## src/rtl/riscv_id_instr_queue.sv

```systemverilog
// Fetch-to-decode instruction queue: DEPTH-entry FIFO of {pc, instr} with
// first-word fall-through head, flush with saturating discard count.
module riscv_id_instr_queue #(
    parameter int DATA_WIDTH  = 64,
    parameter int INSTR_WIDTH = 32,
    parameter int DEPTH       = 4
) (
    input  logic                         clk,
    input  logic                         reset,
    input  logic                         enable,
    input  logic                         i_flush,
    input  logic                         i_valid,
    input  logic [INSTR_WIDTH-1:0]       i_instr,
    input  logic [DATA_WIDTH-1:0]        i_pc,
    output logic                         o_ready,
    output logic                         o_valid,
    input  logic                         i_ready,
    output logic [INSTR_WIDTH-1:0]       o_instr,
    output logic [DATA_WIDTH-1:0]        o_pc,
    output logic [4:0]                   o_rs1_addr,
    output logic [4:0]                   o_rs2_addr,
    output logic [4:0]                   o_rd_addr,
    output logic                         o_illegal,
    output logic [$clog2(DEPTH):0]       o_count,
    output logic                         o_full,
    output logic                         o_empty,
    output logic [15:0]                  o_flushed
);

    localparam int AW = $clog2(DEPTH);
    localparam int CW = AW + 1;

    logic [DATA_WIDTH-1:0]  pc_mem    [DEPTH];
    logic [INSTR_WIDTH-1:0] instr_mem [DEPTH];
    logic [AW-1:0]          wptr;
    logic [AW-1:0]          rptr;
    logic [CW-1:0]          count;
    logic [15:0]            flushed;
    logic [16:0]            flush_sum;
    logic                   push;
    logic                   pop;

    assign o_count   = count;
    assign o_full    = (count == CW'(DEPTH));
    assign o_empty   = (count == '0);
    assign o_flushed = flushed;

    // reset gates o_ready so fetch never sees an accepting queue during reset
    assign o_ready = enable && !o_full && !i_flush && !reset;
    assign o_valid = enable && !o_empty && !i_flush;
    assign push    = i_valid && o_ready;
    assign pop     = o_valid && i_ready;

    assign o_instr    = instr_mem[rptr];
    assign o_pc       = pc_mem[rptr];
    assign o_rs1_addr = o_instr[19:15];
    assign o_rs2_addr = o_instr[24:20];
    assign o_rd_addr  = o_instr[11:7];
    assign o_illegal  = o_valid && (o_instr[1:0] != 2'b11);

    always_comb begin
        flush_sum = {1'b0, flushed} + 17'(count);
    end

    always_ff @(posedge clk or posedge reset) begin
        if (reset) begin
            wptr    <= '0;
            rptr    <= '0;
            count   <= '0;
            flushed <= '0;
        end else if (enable) begin
            if (i_flush) begin
                wptr    <= '0;
                rptr    <= '0;
                count   <= '0;
                flushed <= flush_sum[16] ? '1 : flush_sum[15:0];
            end else begin
                if (push) wptr <= wptr + 1'b1;
                if (pop)  rptr <= rptr + 1'b1;
                case ({push, pop})
                    2'b10:   count <= count + 1'b1;
                    2'b01:   count <= count - 1'b1;
                    default: count <= count;
                endcase
            end
        end
    end

    // storage is deliberately not reset; entries are only exposed while non-empty
    always_ff @(posedge clk) begin
        if (push) begin
            pc_mem[wptr]    <= i_pc;
            instr_mem[wptr] <= i_instr;
        end
    end

endmodule

```

## config.mk

```make
export PLATFORM = sky130hd
export DESIGN_NAME = riscv_id_instr_queue
export DESIGN_NICKNAME = d
export VERILOG_FILES = /design/src/rtl/riscv_id_instr_queue.sv
export SDC_FILE = /design/constraint.sdc
export NUM_CORES = 1
export LEC_CHECK = 0
export ABC_CLOCK_PERIOD_IN_PS = 4500
export BUFFER_PORTS_ARGS = -buffer_cell sky130_fd_sc_hd__buf_2
export CAP_MARGIN = 20
export CORE_MARGIN = 1.5
export CORE_UTILIZATION = 50
export CTS_CLUSTER_SIZE = 30
export DETAILED_ROUTE_END_ITERATION = 10
export GPL_ROUTABILITY_DRIVEN = 0
export PLACE_DENSITY = 0.72
export SYNTH_ARGS = -nofsm -noshare
export SYNTH_HDL_FRONTEND = slang
export SYNTH_SLANG_ARGS = --single-unit
```

## constraint.sdc

```tcl
create_clock -name clk -period 4.5 [get_ports clk]
set_input_delay 0.45 -clock clk [delete_from_list [all_inputs] [get_ports clk]]
set_output_delay 0.45 -clock clk [all_outputs]
set_load 0.01 [all_outputs]
```

== Word-level counts from Yosys, hierarchy flattened ==
Memory sizes are Yosys's and may differ from the RTL's.
Index checks and enable logic that the tools add are counted.
Storage, ports and cells
  input port bits: 102
  bits in registers: 23
  bits in writable memories: 384
  memories: 2
  logic and storage cells: 44
Memory list
  pc_mem: words 4, bits a word 64, read ports 1, clocked after Yosys merged registers in 0, wr ports 1, RTL line 33  | logic [DATA_WIDTH-1:0] pc_mem [DEPTH];
  instr_mem: words 4, bits a word 32, read ports 1, clocked after Yosys merged registers in 0, wr ports 1, RTL line 34  | logic [INSTR_WIDTH-1:0] instr_mem [DEPTH];
Cells by class
  equality and inequality tests: 4
  reduce and logical (&&, ||, !) cells: 20
  muxes and demuxes: 9
  add/sub/neg operators: 5
Operators by type and width (number)
  adder 16 x 3 -> 17 bit: 1
  two-way mux 16 bit: 1
  logical AND 1 bit: 8
  two-way mux 2 bit: 4
  AND reduction 2 bit: 4
  case mux 3 bit (2 select lines): 1
  adder 2 x 1 -> 2 bit (second input constant): 2
  zero test 1 bit: 4
  nonzero test 2 bit: 2
  adder 3 x 1 -> 3 bit (second input constant): 1
  equality test 3 bit (second input constant): 1
  zero test 3 bit: 1
  two-way mux 3 bit: 1
  nonzero test 3 bit: 1
  subtractor 3 x 1 -> 3 bit (second input constant): 1
  equality test 2 x 1 -> 1 bit (second input constant): 1
  equality test 2 bit (second input constant): 1
  two-way mux 1 bit: 2
  != test 2 bit (second input constant): 1

== Longest topological paths before layout ==
  depth after elaboration: 9
  mapped depth: 8
  mapped depth without buffers: 7

== Least setup slack after synthesis ==
OpenSTA, ideal clock, no wires.
  path kind: input to register
  start: input port reset
  end: memory instr_mem[0][0] (enable)
  setup slack: 956 ps
  library setup time: 466 ps
  arrival: 3078 ps
  stages: 2
  cell sequence: and4bb_2 -> and3_1
On the way
  cells in the longest elaborated chain, start to end: 5
Ends and longest elaborated chain
  from (decl): RTL line 9  | input logic reset,
  zero test 1 bit (no line)
  logical AND 1 bit: RTL line 49  | assign o_ready = enable && !o_full && !i_flush && !reset;
  logical AND 1 bit: RTL line 51  | assign push = i_valid && o_ready;
  two-way mux 1 bit: RTL line 91  | if (push) begin
  two-way mux 1 bit (not written as such): RTL line 93  | instr_mem[wptr] <= i_instr;
  to (decl): RTL line 34
No other way between the ends.

== Final worst setup path ==
  start: register rptr[0]
  end: output port o_pc[51]
On the way
  cells in the longest elaborated chain, start to end: 1
Ends and longest elaborated chain
  from (decl): RTL line 36  | logic [AW-1:0] rptr;
  from (signal assigned): RTL line 79  | if (pop) rptr <= rptr + 1'b1;
  memory read (4 x 64 bit)
  to (decl): RTL line 19  | output logic [DATA_WIDTH-1:0] o_pc,
No other way between the ends.

==> flow_metrics.tcl <==
set metrics [dict create \
    timing.final.crit_share_pct 66.95 \
    core_area_sq_um 30430 \
    n_fill_cell 2193 \
    worstPathCellList "buf_4 -> mux4_2 -> buf_2" \
    synth_nets 780 \
    vias 7329 \
    netlist_area_sq_um 15370 \
    worst_path_max_delay_cell "dfrtp_4" \
    cts_resized 0 \
    yosys_warnings 0 \
    finalHoldViolCount 0 \
    cts_buffer_depth 3 \
    routed_wl_um 28580 \
    path_max_fanout 25 \
    dieArea_sq_um 31810 \
    critPathCaptureType "primary output" \
    power_leakage_nw 6.280 \
    fin_setup_tns_ns 0 \
    timing.hold.ws_ns 0.1309 \
    vias_per_cell 5.449 \
    fmax_mhz 331.9 \
    wl_per_cell_um 21.25 \
    clk_pin_slew_ns 0.06 \
    cp.arrival_ns 2.56 \
    path_class "reg2out" \
    clock_sinks 407 \
    overflow 0 \
    die_w_um 178.4 \
    finalMaxSlewViolations 0 \
    post_cts_buffers 0 \
    grt_max_degree 70 \
    clk_latency_ns 0.53 \
    slew-limit-headroom_pct 31.48 \
    ys_seq_area_share_pct 78.75 \
    pin_count 237 \
    grt_usage_pct 18.50 \
    drcViolationCount 0 \
    seq_area_sq_um 12110 \
    grt_pass1_wl_um 43790 \
    finalSetupViolCount 0 \
    skew_ns 0.01027 \
    start_util_pct 50.52 \
    tightest_slew_ns 1.028 \
    die_h_um 178.4 \
    synth_edf_count 384 \
    synth_ff_type "edfxtp_1" \
    netlist_instances 669 \
    cap_violations 0 \
    dp.final_hpwl_um 17490 \
    root_buffer "clkbuf_16" \
    fp-row-count 64 \
    hold_path.class "in2reg" \
    portBuffers 236 \
    status "finished, final reports clean" \
    worstPathRequired_ns 4.05 \
    async_flop_share_pct 5.651 \
    fin_nets 1027 \
    drt_iter0_markers 478 \
    hold_buffers 0 \
    vdd_drop_max_v 0.0003633 \
    ys_types 50 \
    ctsHtreeMaxLevel 2 \
    drive_above_1_share_pct 43.35 \
    ys_ff_latch 407 \
    powerDensity_nw_per_um2 509.4 \
    first_global_vias 7765 \
    syn_to_final_growth_pct 18.85 \
    dr.pass1.iters 5 \
    cts_tree "yes" \
    multi_input_area_sq_um 2995 \
    rsz0062_at_grt "false" \
    slowest_delay_ns 0.75 \
    avgSynthCellArea_sq_um 22.98 \
    antenna_found_initial 4 \
    critical_path.startpoint_type "flip-flop" \
    numCtsBuffers 41 \
    postRouteAntennaNets 0 \
    post-route-min-period_ns 3.013 \
]
==> cells in the final DEF, fill, tap and decap left out, types with 5 or more instances in the layout <==
master / netlist / layout
o21ai_0: 7 / 7
clkbuf_1: 5 / 9
bufinv_16: 0 / 5
nand3_1: 9 / 9
nand2_1: 19 / 19
dfrtp_1: 23 / 21
clkinv_1: 0 / 12
mux4_2: 96 / 96
ha_1: 7 / 7
buf_2: 14 / 236
clkbuf_16: 0 / 41
inv_1: 12 / 12
nor2_1: 7 / 7
edfxtp_1: 384 / 384
buf_4: 16 / 5
==> stage by stage <==
stage	cells	util (%)	instance area [sq um]	setup WS, ns	power [W]
3_3_place_gp	1269	55.70	16950	1.923	0.006072
5_1_grt	1344	60.04	18270	1.293	0.009696
4_1_cts	1344	60.04	18270	1.360	0.009433
2_1_floorplan	669	-	15370	0.9556	0.005525
6_report	1345	60.05	18270	1.487	0.009308
3_5_place_dp	1269	55.70	16950	1.903	0.006098
==> power by group <==
part           internal (W)  switching [W]
sequential          0.00424       0.000172
combinational      0.000788       0.000776
clock               0.00197        0.00136
==> cell families (layout without fill, tap and decap cells) <==
| logic type | after synthesis | count (layout) | share of synthesized area (%) |
|---|---|---|---|
| buffers and inverters | 53 | 332 | 1.896 |
| AO/OA/AOI/OAI | 23 | 23 | 1.025 |
| other | 0 | 1 | 0 |
| AND/OR/NAND/NOR | 68 | 68 | 2.491 |
| multiplexers | 103 | 103 | 14.54 |
| XOR/XNOR | 6 | 6 | 0.4640 |
| adder cells (fa/ha/maj) | 9 | 9 | 0.8301 |
| flip-flops | 407 | 407 | 78.75 |
==> critical path: cells and delay by family, from the launching register on <==
family / cells / cell delay, ns
muxes: 1 / 0.61
buffers and inverters: 2 / 0.67
DFF: 1 / 0.75
==> routing by layer <==
layer | up-vias | global-route usage [%] | part of all wire [%]
met2 | 215 | 31.23 | 51
met3 | 41 | 4.945 | 7.0
met4 | 6 | 4.479 | 1.6
met1 | 3784 | 24.10 | 40
met5 | - | 0 | 0.12
li1 | 3283 | - | -
==> path summary, 6_finish.rpt <==
path                                     startpoint                        to  slack (ns)  cells after the start
min                                        i_pc[21]   pc_mem[2][21]$_DFFE_PP_        0.13                      1
max                             rptr[0]$_DFFE_PP0P_                  o_pc[51]        1.49                      3
max in group asynchronous                     reset       rptr[1]$_DFFE_PP0P_        3.68                      2
max reg2reg                  o_count[1]$_DFFE_PP0P_    o_count[2]$_DFFE_PP0P_        2.03                      7
min reg2reg                o_flushed[0]$_DFFE_PP0P_  o_flushed[0]$_DFFE_PP0P_        0.54                      2
min in group asynchronous                     reset  o_flushed[5]$_DFFE_PP0P_        0.14                      2
==> cells in the mapped netlist (all sizes together), types with 3 or more instances <==
master / number / area, sq um
edfxtp: 384 / 11530
mux4: 96 / 2162
buf: 36 / 227.7
dfrtp: 23 / 575.6
nand2: 19 / 71.32
inv: 12 / 45.04
nand3: 9 / 45.04
nor2: 8 / 32.54
o21ai: 8 / 43.79
ha: 7 / 87.58
and3: 5 / 31.28
clkbuf: 5 / 18.77
nor3: 5 / 36.29
mux2i: 4 / 40.04
o211ai: 4 / 30.03
or3: 4 / 30.03
xnor2: 4 / 53.81
and2: 3 / 21.27
mux2: 3 / 33.78
o31ai: 3 / 22.52
==> state kept, by name, indices dropped and copies added, names as in the netlist <==
name       flops
rptr           2
pc_mem       256
instr_mem    128
wptr           2
o_count        3
o_flushed     16
==> cell type report <==
cell class                      instances  share of cell area, %
Tap cell                              396                  2.712
Clock inverter                         25                  1.424
Antenna cell                            1                0.01370
Timing Repair Buffer                  245                  7.108
Inverter                               12                 0.2465
Clock buffer                           50                  5.800
Sequential cell                       407                  66.30
Multi-Input combinational cell        209                  16.39
(Power assumes the default switching activity.)
